`config.mk`:
```
export PLATFORM = sky130hd
export DESIGN_NAME = seq_pattern_gen
export DESIGN_NICKNAME = d
export VERILOG_FILES = /design/src/rtl/seq_pattern_gen.sv
export SDC_FILE = /design/constraint.sdc
export NUM_CORES = 1
export LEC_CHECK = 0
export CAP_MARGIN = 20
export CORE_MARGIN = 4
export CORE_UTILIZATION = 25
export DETAILED_ROUTE_END_ITERATION = 10
export GPL_TIMING_DRIVEN = 0
export HOLD_SLACK_MARGIN = 0.06
export PLACE_DENSITY = 0.53
export SLEW_MARGIN = 20
export SYNTH_ARGS = -nofsm -noshare
export SYNTH_HDL_FRONTEND = slang
export SYNTH_SLANG_ARGS = --single-unit
```
`constraint.sdc`:
```
create_clock -name clk -period 2.1 [get_ports clk]
set_clock_uncertainty 0.05 [all_clocks]
set_input_delay 0.42 -clock clk [delete_from_list [all_inputs] [get_ports clk]]
set_output_delay 0.42 -clock clk [all_outputs]
set_load 0.05 [all_outputs]
```
`src/rtl/seq_pattern_gen.sv`:
```
// Serial pattern transmitter: sends PATTERN MSB first, repeat_cnt times, with gap_len idle cycles between.
// Define SEQGEN_PRBS_FILL_EN to drive gap cycles from a 7-bit LFSR (x^7+x^6+1) instead of zeros.
module seq_pattern_gen #(
  parameter int               PAT_W   = 4,
  parameter logic [PAT_W-1:0] PATTERN = 4'b1011,
  parameter int               CNT_W   = 8,
  parameter int               GAP_W   = 4
) (
  input  logic             clk,
  input  logic             rst,
  input  logic             start,
  input  logic             abort,
  input  logic [CNT_W-1:0] repeat_cnt,
  input  logic [GAP_W-1:0] gap_len,
  output logic             t,
  output logic             t_valid,
  output logic             marker,
  output logic             busy,
  output logic             done
);
  localparam int IDX_W = $clog2(PAT_W);
  localparam logic [IDX_W-1:0] IDX_TOP = IDX_W'(PAT_W - 1);

  typedef enum logic [1:0] {IDLE, SEND, GAP, FIN} state_t;

  state_t           state, state_n;
  logic [IDX_W-1:0] idx, idx_n;
  logic [CNT_W-1:0] reps, reps_n;
  logic [GAP_W-1:0] gap_q, gap_n;
  logic [GAP_W-1:0] gcnt, gcnt_n;
  logic             t_n, tv_n, mk_n, busy_n, done_n;
  logic             fill;
`ifdef SEQGEN_PRBS_FILL_EN
  logic [6:0]       lfsr, lfsr_n;
`endif

  // Outputs are computed for the next state and registered, so the
  // state register always matches what is on the pins this cycle.
  always_comb begin
    state_n = state;
    idx_n   = idx;
    reps_n  = reps;
    gap_n   = gap_q;
    gcnt_n  = gcnt;
    t_n     = 1'b0;
    tv_n    = 1'b0;
    mk_n    = 1'b0;
    busy_n  = 1'b0;
    done_n  = 1'b0;
`ifdef SEQGEN_PRBS_FILL_EN
    fill    = lfsr[6];
    lfsr_n  = lfsr;
`else
    fill    = 1'b0;
`endif
    case (state)
      // FIN is the done cycle; a held start is already accepted there.
      IDLE, FIN: begin
        state_n = IDLE;
        if (start) begin
          reps_n = repeat_cnt;
          gap_n  = gap_len;
          if (repeat_cnt == '0) begin
            state_n = FIN;
            done_n  = 1'b1;
          end else begin
            state_n = SEND;
            idx_n   = IDX_TOP;
            t_n     = PATTERN[PAT_W-1];
            tv_n    = 1'b1;
            busy_n  = 1'b1;
          end
        end
      end
      SEND: begin
        if (abort) begin
          state_n = IDLE;
        end else if (idx != '0) begin
          idx_n  = idx - IDX_W'(1);
          t_n    = PATTERN[idx_n];
          tv_n   = 1'b1;
          mk_n   = (idx_n == '0);
          busy_n = 1'b1;
        end else begin
          reps_n = reps - CNT_W'(1);
          if (reps == CNT_W'(1)) begin
            state_n = FIN;
            done_n  = 1'b1;
          end else if (gap_q == '0) begin
            idx_n  = IDX_TOP;
            t_n    = PATTERN[PAT_W-1];
            tv_n   = 1'b1;
            busy_n = 1'b1;
          end else begin
            state_n = GAP;
            gcnt_n  = gap_q;
            t_n     = fill;
            busy_n  = 1'b1;
          end
        end
      end
      GAP: begin
        if (abort) begin
          state_n = IDLE;
        end else if (gcnt == GAP_W'(1)) begin
          state_n = SEND;
          idx_n   = IDX_TOP;
          t_n     = PATTERN[PAT_W-1];
          tv_n    = 1'b1;
          busy_n  = 1'b1;
        end else begin
          gcnt_n = gcnt - GAP_W'(1);
          t_n    = fill;
          busy_n = 1'b1;
        end
      end
      default: state_n = IDLE;
    endcase
`ifdef SEQGEN_PRBS_FILL_EN
    // Advance once per gap cycle, after its MSB has been put on t.
    if (state_n == GAP) lfsr_n = {lfsr[5:0], lfsr[6] ^ lfsr[5]};
`endif
  end

  always_ff @(posedge clk or negedge rst) begin
    if (!rst) begin
      state   <= IDLE;
      idx     <= '0;
      reps    <= '0;
      gap_q   <= '0;
      gcnt    <= '0;
      t       <= 1'b0;
      t_valid <= 1'b0;
      marker  <= 1'b0;
      busy    <= 1'b0;
      done    <= 1'b0;
`ifdef SEQGEN_PRBS_FILL_EN
      lfsr    <= 7'h7F;
`endif
    end else begin
      state   <= state_n;
      idx     <= idx_n;
      reps    <= reps_n;
      gap_q   <= gap_n;
      gcnt    <= gcnt_n;
      t       <= t_n;
      t_valid <= tv_n;
      marker  <= mk_n;
      busy    <= busy_n;
      done    <= done_n;
`ifdef SEQGEN_PRBS_FILL_EN
      lfsr    <= lfsr_n;
`endif
    end
  end
endmodule

```
==> impl_results.md <==
- Status: complete, no violations
- Row count: 28
- CTS buffer count: 3
- First-pass GRT wire length: around 5.7 mm
- CP max stage cell: dfrtp_1
- CTS tree: yes
- Largest cells by area after synthesis: dfrtp_1 40%, ha_1 8.1%, a21oi_1 4.2%, nand2_1 3.9%, nand3_1 2.9%
- Seq cells post-synth: 25
- H-Tree Depth: 1
- RSZ-0062 raised after global routing: false
- Vias in the first global route: between 1,000 and 1,500
- Post-Syn Instances: 163
- Synth unique cells: 41
- Dpl cells: roughly 260
- Worst hold path type: input port to asynchronous set/reset pin
- Post-layout util: 32.1%
- Period utilisation layout: about 92%
- Residual DRC count: 0
- Max-cap violations: 0
- Syn Nets: 189
- Initial Utilization: 26.0%
- Largest net degree at the start of global routing: 26
- Layout cells sized above 1: 13.8%
- CP endpoint kind: flop
- Antenna violations before repair: 0
- Fmax: just over 500 MHz
- Final ANT Viol Nets: 0
- Fill cells: 629
- Setup CP Type: flop to flop
- Leading area contributor after synthesis: dfrtp_1
- Pint: 1480 uW
- Min cycle time layout: roughly 1.9 ns
- Synth async-reset ratio: 100%
- Hold Violations, Final: 0
- PD cells: between 1000 and 1500 mW/mm^2
- Total GRT Usage: approximately a tenth
- Clk sink count: 25
- Area grow syn2layout: 23.3%
- IO Pins: 21
- Clock share of power: 10.9%
- IR drop worst, VDD: 0.560 mV
- Layout net count: 215
- Drt first-iter violations: 75
- Ys flop type: dfrtp_1
- Yosys warns: 0
- CTS max path bufs: 2
- DR WL/cell: between 10 and 15 um
- TritonRoute pass-1 iters: 4
- Share of the synthesized area in the top cell type: between 40% and 50%
- Total chip power: around 2700 uW
- Vias: 1,221
- CP max FO: 7
- Final setup vio count: 0
- Seq pwr share: between 30% and 40%
- Worst path cell trace: inv_1 -> ha_4 -> nor2b_2 -> a211oi_4 -> buf_4 -> nand3_1 -> o21ai_0 -> a21oi_1
- Mapped Area: 0.00155 mm^2
- Combinational Power Share: between 50% and 60%
- Slew margin rel.: between 60% and 70%
- Final max-slew violation count: 0
- Final WL: 3.43 mm
- Die width: a little under 90 um
- Arr. time, crit path: 2.03 ns
- Die area: 0.00752 mm^2
- Static leakage: between 0.0007 and 0.0008 uW
- Startpoint types: flop
- Number of flops mapped to enable cells by yosys: 0
- Seq/Total Area, Yosys: between 40% and 50%
- Slew @ Worst Pin: 0.569 ns
- Cts hold-fix bufs: 0
- Skew-Pair Late Insertion Delay: 0.27 ns
- Reg2reg start: state[0]
- Mean Syn Cell Area: 9.51 um^2
- Switch Pwr: around 1200 uW
- Setup crit start: state[0]
- CP required: 2.19 ns
- Antenna diode count: 0
- Critical Path Max Stage Delay: just over 0.4 ns
- IO buf count: 20
- Switching part of the total: approximately 45%
- Clock Tree Root: clkbuf_8
- Core area: 0.00596 mm^2
- TNS Setup: 0 ns
- Fin Hold WS: 0.0832 ns
- Routability cong.: 0.804
- Die Ht: roughly 87 um
- Non-Filler Instances: 263
- Grt total ovfl: 0
- Clk pin slew, worst setup/hold paths: 0.09 ns
- Final HPWL DP: 2.55 mm
- Routed vias/inst: 4.64
[logic make-up (layout without fill, tap and decap cells)]
family                   count (synthesis)  count (layout)  share of synthesized area, %
flip-flops                              25              25                          40.4
AND/OR/NAND/NOR                         56              56                          20.2
AO/OA/AOI/OAI                           48              48                          21.4
buffers and inverters                   16              41                          4.20
multiplexers                             8               8                          5.81
adder cells (fa/ha/maj)                 10              10                          8.07
[sequential cells by signal, summed over array words and instances (netlist names)]
signal	flops
busy	1
done	1
gap_q	4
gcnt	4
idx	2
marker	1
reps	8
state	2
t	1
t_valid	1
[synth_stat cells (2+ instances only)]
cell and instances:
ha_1 10, o22ai_1 5, nor2_1 9, inv_1 12, o21ai_0 7, and3_1 3, clkbuf_1 2, mux2_2 4
nand3_1 9, o211ai_1 2, a211oi_1 2, nand2b_1 3, a21oi_1 13, mux2i_1 3, o22a_1 2, a31oi_1 3
nand2_1 16, dfrtp_1 25, nor2b_1 3, nor3b_1 3, o21ai_1 7
[routing by layer]
metal | up-vias | GRT usage [%] | routed length [um]
li1 | 637 | - | -
met1 | 564 | 12.7 | 1700
met2 | 15 | 15.5 | 1620
met3 | 5 | 0.856 | 46
met4 | 0 | 3.40 | 59
met5 | - | 0 | 0
[placed cells by master (no fill, tap or decap), types with 2 or more instances in the layout]
cell type,synthesis,final
buf_2,1,2
nor2_1,9,9
clkdlybuf4s50_1,0,19
o21ai_1,7,7
mux2i_1,3,3
clkbuf_1,2,3
mux2_2,4,4
a31oi_1,3,3
and3_1,3,3
nand2b_1,3,3
nand2_1,16,15
a21oi_1,13,13
inv_1,12,12
o22a_1,2,2
nor2b_1,3,2
nand3_1,9,9
o211ai_1,2,2
o21ai_0,7,7
a211oi_1,2,2
clkbuf_8,0,3
ha_1,10,8
o22ai_1,5,5
dfrtp_1,25,25
nor3b_1,3,3
buf_4,1,2
[stage by stage]
| stage | worst slack [ns] | instance area, um^2 |
|---|---|---|
| 2_1_floorplan | 0.292 | 1550 |
| 3_3_place_gp | -0.199 | 1840 |
| 3_5_place_dp | -0.181 | 1840 |
| 4_1_cts | 0.0446 | 1880 |
| 5_1_grt | 0.0490 | 1910 |
| 6_report | 0.158 | 1910 |
[final timing paths]
path,to,slack (ns),depth (start not counted)
worst max-delay path,reps[3],0.16,8
worst min-delay path,gcnt[0],0.08,1
worst max register to register,reps[3],0.16,8
worst min register to register,gap_q[2],0.49,1
max in group asynchronous,state[1],1.54,1
min in group clk,gap_q[2],0.49,1
[final cells by class]
type / count / area [um^2] / share of cell area (%)
Clock buffer: 4 / 45.0 / 2.36
Timing Repair Buffer: 21 / 203 / 10.6
Inverter: 12 / 45.0 / 2.36
Multi-Input combinational cell: 122 / 880 / 46.0
Tap cell: 75 / 93.8 / 4.91
Sequential cell: 25 / 626 / 32.7
Buffer: 4 / 20.0 / 1.05
[what timing repair did]
action / 4_1_cts / 5_1_grt
resized for setup: 0 / 5
pin swaps: 1 / 1
setup endpoints to repair: 2 / 7
setup buffers: 0 / 1
[power groups by stage]
stage | combinational [uW] | sequential [uW] | clock (uW)
CTS | 1400 | 919 | 306
global placement | 1390 | 926 | 0
detailed placement | 1400 | 927 | 0
floorplan | 989 | 978 | 0
global route | 1630 | 958 | 323
finish | 1460 | 924 | 291
[worst max-delay path, delay by kind of cell, from the launching register on]
kind	cells	cell delay, ns
simple gates	2	0.25
fa+ha+maj	1	0.24
flops	1	0.41
buf+inv	2	0.32
compound gates	3	0.54
(Power assumes the default switching activity.)
==> edit: new RTL, same settings <==
Re-encode `state_t` (4 states) as one-hot, 4 bits wide.
--- a/src/rtl/seq_pattern_gen.sv
+++ b/src/rtl/seq_pattern_gen.sv
@@ -21,7 +21,7 @@
   localparam int IDX_W = $clog2(PAT_W);
   localparam logic [IDX_W-1:0] IDX_TOP = IDX_W'(PAT_W - 1);
 
-  typedef enum logic [1:0] {IDLE, SEND, GAP, FIN} state_t;
+  typedef enum logic [3:0] {IDLE = 4'b0001, SEND = 4'b0010, GAP = 4'b0100, FIN = 4'b1000} state_t;
 
   state_t           state, state_n;
   logic [IDX_W-1:0] idx, idx_n;
Behaviour: no difference found for any inputs over 10 cycles, from zero or initial values and one cycle with rst low; not proved beyond that.
==> edit against the unedited design <==
- power down 28%
- worst setup slack worse by 49 ps
- synthesized area down 3.9%
- critical path type unchanged
- final area down 1.2%
- sequential cell count up 2
- clock power up 4%
- combinational power down 48%
- largest cell class unchanged
- via count up 2.8%
- sequential share of layout area up 3.1 points
- worst hold slack better by 15 ps
- routed wire length down 2.1%
- critical path depth down 1
==> edit: results (changes against the unedited design) <==
Outcome:
- Result of the run: complete, no violations (unchanged).

Yosys:
- The net count after synthesis is 178 (was 189).
- The sequential-to-total area share from yosys stat is 45.4% (was 40.4%).
- Top cells by area, synth: dfrtp_1 44%, ha_1 5.9%, a21oi_1 5.4% (was dfrtp_1 40%, ha_1 8.1%, a21oi_1 4.2%).
- The count of unique library cells instantiated by Yosys is 38 (was 41).
- The number of warnings printed during yosys synthesis is 0 (unchanged).
- Most instantiated cells after synthesis: 26 x dfrtp_1, 16 x a21oi_1, 14 x nand2_1 (was 25 x dfrtp_1, 16 x nand2_1, 13 x a21oi_1).

STA:
- The smallest setup slack after layout was 108 ps (was 158 ps).
- The normalized max-slew margin is 56.8% (was 62.1%).

GRT:
- The overall fraction of global-route tracks in use was 9.75% (was 9.37%).
- The number of global-route vias before repair came to 1194 (was 1227).
- The global-route wire length before repair is 5850 um (was 5670 um).
- The largest net degree at the start of global routing is 28 (was 26).

Place:
- The estimated wirelength of the detail-placed design is 2500 um (was 2550 um).
- The placer's final routability congestion estimate is 0.791 (was 0.804).
- The pre-CTS setup slack is -290 ps (was -181 ps).

Setup path:
- The depth of the most critical reg-to-reg path came to 7 (was 8).
- The arrival time at the worst endpoint is 2140 ps (was 2030 ps).
- The start-to-end type of the worst setup path is reg2reg (unchanged).
- The maximum fanout encountered on the critical timing path was 8 (was 7).
- The cell at the slowest stage of the critical path is or4b_1 (was dfrtp_1).
- The launch point of the worst reg-to-reg path is state[3] (was state[0]).
- The end point of the critical path is gcnt[1] (was reps[3]).
- The highest cell delay on the worst timing path is 560 ps (was 410 ps).

Drt:
- The average wire length per cell after detail routing is 13.3 um (was 13.0 um).
- The first-pass iteration count of the detailed router is 5 (was 4).
- The violation count after the first detailed-route iteration is 61 (was 75).
- The mean number of vias per cell is 4.98 (was 4.64).

Power and ir drop:
- The maximum VDD drop was 347 uV (was 560 uV).
- The leakage component of the power came to 0.747 nW (was 0.763 nW).

Final layout:
- The fraction of final layout cells with drive strength greater than 1 is 13.9% (was 13.8%).
- The count of filler cells inserted in the layout is 583 (was 629).
- The final-stage net count is 204 (was 215).

CTS:
- The maximum buffer depth of the clock tree came to 2 (unchanged).
-- edit: cell types whose count changed after synthesis, sizes merged, moves of 3 or more --
cell / change
a211oi: -3
ha: -3
inv: -4
nor2: -4
nor3: +5
nor3b: -3
nor4b: +3
o22ai: -5
o2bb2ai: +3
o32ai: +3
-- edit: how the worst min path moves through the flow --
| stage | start | endpoint | slack, ps | cells past startpoint |
|---|---|---|---|---|
| after floorplan | rst | busy | 70 | 0 |
| after global placement | reps[6] | reps[6] | 430 | 1 |
| after detailed placement | reps[6] | reps[6] | 420 | 1 |
| after CTS | rst | t | 120 | 1 |
| after global routing | rst | marker | 150 | 1 |
| final | rst | t | 100 | 1 |
-- edit: area by class of cell --
cell class	instances	share of cell area, %
Multi-Input combinational cell	114	43.0
Sequential cell	27	35.9
Timing Repair Buffer	21	10.9
Tap cell	72	4.77
Clock buffer	3	2.19
Inverter	8	1.59
Buffer	6	1.39
Clock inverter	1	0.265
-- edit: worst reg2reg max path, delay by kind of cell (launching register included) --
kind	cells	cell delay (ps)
AOI/OAI and AO/OA	4	610
and+or+nand+nor	1	560
DFF	1	360
buffers and inverters	2	350
-- edit: stage by stage --
stage                     setup TNS, ps  instances  area [um^2]
after floorplan                       0        155         1490
after global placement            -2530        247         1780
after detailed placement          -2250        247         1780
after CTS                          -320        251         1830
after global routing                  0        252         1890
final                                 0        252         1890
-- edit: cell families after synthesis --
logic type / after synthesis / synth area share (%)
adder cells (fa/ha/maj): 7 / 5.88
buffers and inverters: 14 / 3.69
multiplexers: 5 / 3.69
XOR/XNOR: 1 / 0.588
AO/OA/AOI/OAI: 48 / 21.3
AND/OR/NAND/NOR: 53 / 19.4
flip-flops: 27 / 45.4
-- edit: repair_timing --
| action | CTS | global route |
|---|---|---|
| pin swaps | 0 | 1 |
| gates resized for setup | 2 | 10 |
| buffers inserted | 0 | 1 |
| gates cloned | 0 | 0 |
| setup endpoints to repair | 11 | 13 |
-- edit: routing by layer --
| layer | GRT usage (%) | vias to the layer above | part of all wire [%] |
|---|---|---|---|
| met5 | 0 | - | 0 |
| met4 | 1.73 | 0 | 0.60 |
| met3 | 2.43 | 2 | 5.1 |
| met2 | 14.5 | 34 | 45 |
| met1 | 14.4 | 597 | 49 |
| li1 | - | 622 | - |
-- edit: power by group --
group | switching, mW | leakage, nW | internal, mW | total [mW]
clock | 0.169 | 0.0255 | 0.133 | 0.303
combinational | 0.426 | 0.395 | 0.327 | 0.753
sequential | 0.180 | 0.326 | 0.699 | 0.880
total | 0.776 | 0.747 | 1.16 | 1.94
